<file path="src/rtl/audio_pkg.sv">
// Shared audio definitions: sample width, mono source selectors and the
// receiver's state / channel encodings.
package audio_pkg;

  localparam int AUDIO_W = 16;

  localparam int MONO_LEFT  = 0;
  localparam int MONO_RIGHT = 1;
  localparam int MONO_AVG   = 2;

  typedef enum logic [1:0] {
    IDLE  = 2'd0,
    SKIP  = 2'd1,
    SHIFT = 2'd2,
    WAIT  = 2'd3
  } rx_state_t;

  typedef enum logic {
    CH_LEFT  = 1'b0,
    CH_RIGHT = 1'b1
  } chan_t;

endpackage

</file>
<file path="src/rtl/i2s_adc_rx_if.sv">
// Codec-side serial pins plus the parallel PCM results of the I2S receiver.
interface i2s_adc_rx_if
  import audio_pkg::*;
#(
  parameter int DATA_W = AUDIO_W
);

  logic              AUD_BCLK;
  logic              AUD_ADCLRCK;
  logic              AUD_ADCDAT;
  logic [DATA_W-1:0] left_out;
  logic [DATA_W-1:0] right_out;
  logic [DATA_W-1:0] audio_out;
  logic              sample_valid;
  logic              frame_err;

  modport master (
    output AUD_BCLK, AUD_ADCLRCK, AUD_ADCDAT,
    input  left_out, right_out, audio_out, sample_valid, frame_err
  );

  modport slave (
    input  AUD_BCLK, AUD_ADCLRCK, AUD_ADCDAT,
    output left_out, right_out, audio_out, sample_valid, frame_err
  );

endinterface

</file>
<file path="src/rtl/sync_edge_det.sv">
// Multi-stage synchronizer for an asynchronous level, with one-cycle
// rise/fall pulses derived from the synchronized value and its delayed copy.
module sync_edge_det #(
  parameter int STAGES = 2
) (
  input  logic clk,
  input  logic rst_n,
  input  logic d_i,
  output logic sync_o,
  output logic rise_o,
  output logic fall_o
);

  logic [STAGES-1:0] sync_q;
  logic              dly_q;

  always_ff @(posedge clk or negedge rst_n) begin
    if (!rst_n) begin
      sync_q <= '0;
      dly_q  <= 1'b0;
    end else begin
      sync_q <= {sync_q[STAGES-2:0], d_i};
      dly_q  <= sync_q[STAGES-1];
    end
  end

  assign sync_o = sync_q[STAGES-1];
  assign rise_o = sync_q[STAGES-1] & ~dly_q;
  assign fall_o = ~sync_q[STAGES-1] & dly_q;

endmodule

</file>
<file path="src/rtl/i2s_adc_rx.sv">
// WM8731 ADC I2S receiver: oversamples BCLK/LRCK in the CLK domain, shifts
// DATA_W bits per channel and publishes a left/right/mono triple per pair.
module i2s_adc_rx
  import audio_pkg::*;
#(
  parameter int DATA_W      = AUDIO_W,
  parameter int SYNC_STAGES = 2,
  parameter int MONO_SEL    = MONO_LEFT
) (
  input  logic           CLK,
  input  logic           RST,
  i2s_adc_rx_if.slave    aud
);

  localparam int CNT_W = $clog2(DATA_W + 1);
  localparam logic [CNT_W-1:0] LAST_BIT = CNT_W'(DATA_W - 1);

  logic bclk_rise, lr_rise, lr_fall, lr_edge, dat_bit;
  logic bclk_lvl_unused, bclk_fall_unused, lr_lvl_unused;
  logic dat_rise_unused, dat_fall_unused;

  // Data rides the same synchronizer depth as BCLK so the bit is phase-aligned with bclk_rise.
  sync_edge_det #(.STAGES(SYNC_STAGES)) u_bclk_sync (
    .clk(CLK), .rst_n(RST), .d_i(aud.AUD_BCLK),
    .sync_o(bclk_lvl_unused), .rise_o(bclk_rise), .fall_o(bclk_fall_unused)
  );

  sync_edge_det #(.STAGES(SYNC_STAGES)) u_lrck_sync (
    .clk(CLK), .rst_n(RST), .d_i(aud.AUD_ADCLRCK),
    .sync_o(lr_lvl_unused), .rise_o(lr_rise), .fall_o(lr_fall)
  );

  sync_edge_det #(.STAGES(SYNC_STAGES)) u_dat_sync (
    .clk(CLK), .rst_n(RST), .d_i(aud.AUD_ADCDAT),
    .sync_o(dat_bit), .rise_o(dat_rise_unused), .fall_o(dat_fall_unused)
  );

  assign lr_edge = lr_rise | lr_fall;

  rx_state_t         state_q;
  chan_t             ch_q;
  logic [CNT_W-1:0]  cnt_q;
  logic [DATA_W-1:0] shreg_q, hold_l_q;
  logic              commit_q;
  logic [DATA_W-1:0] left_q, right_q, audio_q;
  logic              valid_q, ferr_q;

  logic [DATA_W-1:0] shift_d, mono_d, avg_d;
  logic [DATA_W:0]   sum_d;
  logic              expect_edge_d;

  // Average uses a sign-extended DATA_W+1 sum so the arithmetic shift floors correctly.
  always_comb begin
    shift_d       = {shreg_q[DATA_W-2:0], dat_bit};
    sum_d         = {hold_l_q[DATA_W-1], hold_l_q} + {shreg_q[DATA_W-1], shreg_q};
    avg_d         = DATA_W'($signed(sum_d) >>> 1);
    expect_edge_d = (ch_q == CH_LEFT) ? lr_rise : lr_fall;
    case (MONO_SEL)
      MONO_RIGHT: mono_d = shreg_q;
      MONO_AVG:   mono_d = avg_d;
      default:    mono_d = hold_l_q;
    endcase
  end

  always_ff @(posedge CLK or negedge RST) begin
    if (!RST) begin
      state_q  <= IDLE;
      ch_q     <= CH_LEFT;
      cnt_q    <= '0;
      shreg_q  <= '0;
      hold_l_q <= '0;
      commit_q <= 1'b0;
      left_q   <= '0;
      right_q  <= '0;
      audio_q  <= '0;
      valid_q  <= 1'b0;
      ferr_q   <= 1'b0;
    end else begin
      valid_q  <= 1'b0;
      ferr_q   <= 1'b0;
      commit_q <= 1'b0;
      if (commit_q) begin
        left_q  <= hold_l_q;
        right_q <= shreg_q;
        audio_q <= mono_d;
        valid_q <= 1'b1;
      end
      // An LRCK edge coinciding with bclk_rise consumes that bit as the I2S delay slot.
      case (state_q)
        IDLE: begin
          if (lr_fall) begin
            ch_q    <= CH_LEFT;
            cnt_q   <= '0;
            state_q <= bclk_rise ? SHIFT : SKIP;
          end
        end
        SKIP: begin
          if (lr_edge) begin
            ferr_q  <= 1'b1;
            state_q <= IDLE;
          end else if (bclk_rise) begin
            cnt_q   <= '0;
            state_q <= SHIFT;
          end
        end
        SHIFT: begin
          if (lr_edge) begin
            ferr_q  <= 1'b1;
            state_q <= IDLE;
          end else if (bclk_rise) begin
            shreg_q <= shift_d;
            cnt_q   <= cnt_q + 1'b1;
            if (cnt_q == LAST_BIT) begin
              state_q <= WAIT;
              if (ch_q == CH_LEFT) hold_l_q <= shift_d;
              else                 commit_q <= 1'b1;
            end
          end
        end
        WAIT: begin
          if (expect_edge_d) begin
            ch_q    <= (ch_q == CH_LEFT) ? CH_RIGHT : CH_LEFT;
            cnt_q   <= '0;
            state_q <= bclk_rise ? SHIFT : SKIP;
          end else if (lr_edge) begin
            ferr_q  <= 1'b1;
            state_q <= IDLE;
          end
        end
        default: state_q <= IDLE;
      endcase
    end
  end

  assign aud.left_out     = left_q;
  assign aud.right_out    = right_q;
  assign aud.audio_out    = audio_q;
  assign aud.sample_valid = valid_q;
  assign aud.frame_err    = ferr_q;

endmodule

</file>
<file path="src/flat_wrapper.sv">
// flat-port wrapper written by rule: the top's interface ports become plain ports
module i2s_adc_rx_flat import audio_pkg::*;
#(
  parameter int DATA_W      = AUDIO_W,
  parameter int SYNC_STAGES = 2,
  parameter int MONO_SEL    = MONO_LEFT
)
  (CLK, RST, aud_AUD_BCLK, aud_AUD_ADCLRCK, aud_AUD_ADCDAT, aud_left_out, aud_right_out, aud_audio_out, aud_sample_valid, aud_frame_err);
  i2s_adc_rx_if #(.DATA_W(DATA_W)) aud_i ();
  input  logic CLK;
  input  logic RST;
  input wire logic [$bits(aud_i.AUD_BCLK)-1:0] aud_AUD_BCLK;
  input wire logic [$bits(aud_i.AUD_ADCLRCK)-1:0] aud_AUD_ADCLRCK;
  input wire logic [$bits(aud_i.AUD_ADCDAT)-1:0] aud_AUD_ADCDAT;
  output wire logic [$bits(aud_i.left_out)-1:0] aud_left_out;
  output wire logic [$bits(aud_i.right_out)-1:0] aud_right_out;
  output wire logic [$bits(aud_i.audio_out)-1:0] aud_audio_out;
  output wire logic [$bits(aud_i.sample_valid)-1:0] aud_sample_valid;
  output wire logic [$bits(aud_i.frame_err)-1:0] aud_frame_err;
  assign aud_i.AUD_BCLK = aud_AUD_BCLK;
  assign aud_i.AUD_ADCLRCK = aud_AUD_ADCLRCK;
  assign aud_i.AUD_ADCDAT = aud_AUD_ADCDAT;
  assign aud_left_out = aud_i.left_out;
  assign aud_right_out = aud_i.right_out;
  assign aud_audio_out = aud_i.audio_out;
  assign aud_sample_valid = aud_i.sample_valid;
  assign aud_frame_err = aud_i.frame_err;
  i2s_adc_rx #(.DATA_W(DATA_W), .SYNC_STAGES(SYNC_STAGES), .MONO_SEL(MONO_SEL)) u_core (.CLK(CLK), .RST(RST), .aud(aud_i));
endmodule
</file>
<file path="config.mk">
export PLATFORM = sky130hd
export DESIGN_NAME = i2s_adc_rx_flat
export DESIGN_NICKNAME = d
export VERILOG_FILES = /design/src/rtl/audio_pkg.sv /design/src/rtl/i2s_adc_rx_if.sv /design/src/rtl/sync_edge_det.sv /design/src/rtl/i2s_adc_rx.sv /design/src/flat_wrapper.sv
export SDC_FILE = /design/constraint.sdc
export NUM_CORES = 1
export LEC_CHECK = 0
export CORE_ASPECT_RATIO = 2
export CORE_MARGIN = 5
export CORE_UTILIZATION = 50
export CTS_BUF_LIST = sky130_fd_sc_hd__clkbuf_8
export DETAILED_ROUTE_END_ITERATION = 6
export HOLD_SLACK_MARGIN = 0.05
export PLACE_DENSITY = 0.84
export SLEW_MARGIN = 20
export SYNTH_ARGS = -nofsm -noshare
export SYNTH_HDL_FRONTEND = slang
export SYNTH_SLANG_ARGS = --single-unit
</file>
<file path="constraint.sdc">
create_clock -name CLK -period 4 [get_ports CLK]
set_input_delay 0.4 -clock CLK [delete_from_list [all_inputs] [get_ports CLK]]
set_output_delay 0.4 -clock CLK [all_outputs]
set_load 0.02 [all_outputs]
</file>
==> impl_metrics.json <==
{
  "io_buffers": 54,
  "clock.fmax_mhz": 351,
  "ir_drop_mv": 0.397,
  "synth_fp_nets": 254,
  "first_pass_iters": 4,
  "status": "completed",
  "r2r_slack_ns": 1.15,
  "die_y_um": 127,
  "final.min_clock_period_ns": 2.85,
  "worstSetupStartpointType": "register",
  "synth.mux.area_fraction_pct": 22.1,
  "pwr-share-clk_pct": 33.1,
  "place_ws_ns": 1.19,
  "dpl-instance-area_um2": 3930,
  "cts_made_buffers": 9,
  "initial_utilization_pct": 50.5,
  "maxCapViolCount": 0,
  "net-switching-power_uw": 449,
  "power_density_nw_per_um2": 419,
  "grt_busiest_layer": "met2",
  "track_usage_pct": 14.1,
  "ctsHoldBuffers": 0,
  "synthArstFlopShare_pct": 100,
  "drtIter0Drc": 75,
  "cp_slowest_stage_delay_ns": 0.87,
  "clk_path_buf_depth": 2,
  "synth_area_um2": 3450,
  "ys.flop_type": "dfrtp_1",
  "drc": 0,
  "crit_fanout": 18,
  "grtUsageMet2_pct": 21.7,
  "dieArea_um2": 8760,
  "switching_share_pct": 25.9,
  "grt_pass1_vias": 1989,
  "via_per_inst": 5.03,
  "die_width_um": 68.7,
  "synth_xor_area_share_pct": 0,
  "core_um2": 6830,
  "post-route-cell-area_um2": 4130,
  "hpwl_mm": 3.72,
  "reg2reg_to": "u_core.hold_l_q[14]",
  "post-route-util_pct": 60.5,
  "fin_tns_setup_ns": 0,
  "finClkSkew_ns": 0.00468,
  "antenna_found_initial": 0,
  "place_congestion": 0.702,
  "ctsResizeCount": 0,
  "finalCritPeriodShare_pct": 71.2,
  "arrival_ns": 3.08,
  "slowest_stage": "nor3b_4",
  "rows": 43,
  "root_buffer": "clkbuf_8",
  "wl_per_cell_um": 15.0,
  "yosysWarnings": 0,
  "drive_gt1_share_pct": 29.6,
  "grtUsageMet3_pct": 4.75,
  "ys_seq_area_share_pct": 60.2,
  "met1_usage_pct": 18.3,
  "ys_types": 35,
  "finalSetupViolations": 0,
  "slew_violations": 0,
  "avgSynthCellArea_um2": 14.5,
  "grt_pass1_wl_mm": 9.28,
  "htreeDepth": 3,
  "worst_slack_ns": 1.15,
  "p_leak_nw": 2.00,
  "synth_compound_gate_area_share_pct": 2.47,
  "synth-seq-cells": 83,
  "clkLatencyLatePin_ns": 0.34,
  "synth_enable_flop_cells": 0,
  "grt_overflow": 0,
  "post_cts_buffers": 0,
  "synth-simple-area-share_pct": 5.51,
  "finalHoldViolCount": 0,
  "synth-adder-area-share_pct": 3.99,
  "crit_chain": "inv_1 > ha_1 > nand3_2 > nor3b_4 > mux2_2",
  "area_growth_pct": 19.8,
  "syn_inst": 238,
  "grt_setup_unrepaired": "no",
  "antenna_cells": 0,
  "cts_tree": "done",
  "slew_headroom_pct": 42.2,
  "grt_max_degree": 84,
  "hp-class": "in -> async",
  "internal_power_mw": 1.28,
  "wl_mm": 5.62,
  "ios": 55,
  "crit_family": "simple AND/OR/NAND/NOR gates",
  "critPathBufInv": 1,
  "p_seq_share_pct": 53.2,
  "required_ns": 4.23,
  "r2r_cells": 5,
  "clkSlewWorstSetupHoldPaths_ns": 0.08,
  "p_comb_share_pct": 13.7,
  "r2r-start": "u_core.state_q[0]",
  "critical_path_class": "reg -> reg",
  "fin_nets": 295,
  "critPathCaptureType": "register",
  "synth_top_family_by_area": "multiplexers",
  "tightest_slew_ns": 0.866,
  "vias": 1881,
  "drtAntennaViolNets": 0,
  "cts.sinks": 83
}
## worst max path at each step
| stage | cells after the start | endpoint | slack (ns) | startpoint |
|---|---|---|---|---|
| 2_1_floorplan | 6 | u_core.hold_l_q[10] | 2.00 | u_core.u_lrck_sync.dly_q |
| 3_3_place_gp | 5 | u_core.hold_l_q[9] | 1.35 | u_core.state_q[0] |
| 3_5_place_dp | 5 | u_core.hold_l_q[8] | 1.19 | u_core.state_q[0] |
| 4_1_cts | 5 | u_core.hold_l_q[14] | 1.13 | u_core.state_q[0] |
| 5_1_grt | 5 | u_core.hold_l_q[14] | 0.97 | u_core.state_q[0] |
| 6_report | 5 | u_core.hold_l_q[14] | 1.15 | u_core.state_q[0] |
## logic make-up (layout without fill, tap and decap cells)
| logic type | count (synthesis) | count (layout) |
|---|---|---|
| AOI/OAI and AO/OA | 13 | 13 |
| adders and majority gates | 11 | 11 |
| buffers and inverters | 31 | 77 |
| DFF | 83 | 83 |
| muxes | 68 | 68 |
| and+or+nand+nor | 32 | 32 |
## power groups by stage
stage,clock network (mW),logic (mW),registers (mW)
finish,0.573,0.237,0.922
floorplan,0,0.208,0.920
detailed placement,0,0.238,0.937
global placement,0,0.223,0.932
global route,0.625,0.271,0.927
CTS,0.593,0.240,0.922
## routing by layer
| metal | vias up | share of wire (%) |
|---|---|---|
| met5 | - | 0 |
| li1 | 895 | - |
| met4 | 0 | 1.9 |
| met3 | 9 | 3.8 |
| met2 | 58 | 49 |
| met1 | 919 | 45 |
## Yosys cell counts, types with 2 or more instances
library cell / number / share of area [%]
dfrtp_1: 83 / 60
nand3b_1: 2 / 0.44
nand2_1: 9 / 0.98
mux2_2: 65 / 21
nand2b_1: 3 / 0.54
nand3_1: 4 / 0.58
mux2i_1: 2 / 0.58
inv_1: 6 / 0.65
clkbuf_1: 2 / 0.22
buf_4: 17 / 3.7
nor2_1: 3 / 0.33
buf_6: 2 / 0.65
a21oi_1: 3 / 0.44
o21ai_0: 4 / 0.58
ha_1: 11 / 4.0
buf_1: 3 / 0.33
## area by class of cell
| type | count | area (um2) |
|---|---|---|
| tap | 90 | 113 |
| multi-input combinational | 124 | 1180 |
| timing repair buffer | 55 | 549 |
| sequential | 83 | 2080 |
| clock inverter | 6 | 57.6 |
| clock buffer | 10 | 138 |
| fill | 546 | 2700 |
| inverter | 6 | 22.5 |
## metrics by stage
step | instances | power, mW | hold WS [ns]
after global routing | 374 | 1.82 | 0.147
after global placement | 358 | 1.16 | 0.334
after CTS | 374 | 1.76 | 0.249
after detailed placement | 358 | 1.17 | 0.336
after floorplan | 238 | 1.13 | 0.104
final | 374 | 1.73 | 0.0527
## worst reg2reg max path, delay by kind of cell (launching register included)
family,cells,cell delay [ns]
mux,1,0.43
simple gates,2,1.36
fa+ha+maj,1,0.40
buf+inv,1,0.13
flops,1,0.42
## state kept, by name, indices dropped and copies added, names as in the netlist, 2 cells and up
signal	flops
u_core.u_bclk_sync.sync_q	2
u_core.shreg_q	16
u_core.cnt_q	5
u_core.aud.right_out	16
u_core.state_q	2
u_core.u_lrck_sync.sync_q	2
u_core.u_dat_sync.sync_q	2
u_core.hold_l_q	16
u_core.aud.audio_out	16
## cell usage in the layout, fill, tap and decap left out
master           synthesis  routed
or3_1                    1       1
nor3_1                   1       1
nor3b_4                  1       1
a21o_1                   1       1
nand3_1                  4       4
inv_1                    6       8
buf_6                    2       1
o32a_1                   1       1
buf_4                   17       1
a211oi_1                 1       1
ha_1                    11      11
clkinv_2                 0       1
mux2_2                  65      65
nor3b_1                  1       1
mux2_1                   1       1
a21oi_1                  3       3
and3_1                   1       1
dfrtp_1                 83      83
nand3b_1                 2       2
nand2_1                  9       9
nand2b_1                 3       3
o22ai_1                  1       1
clkinvlp_4               0       2
clkdlybuf4s50_1          0      53
nand3_2                  1       1
clkbuf_8                 0      10
or4b_1                   1       1
a221o_1                  1       1
o21ai_0                  4       4
mux2i_1                  2       2
nor2b_1                  1       1
or2_0                    1       1
and2b_1                  1       1
and2_2                   1       1
a211o_1                  1       1
nor2_1                   3       3
bufinv_16                0       1
(Power assumes the default switching activity.)
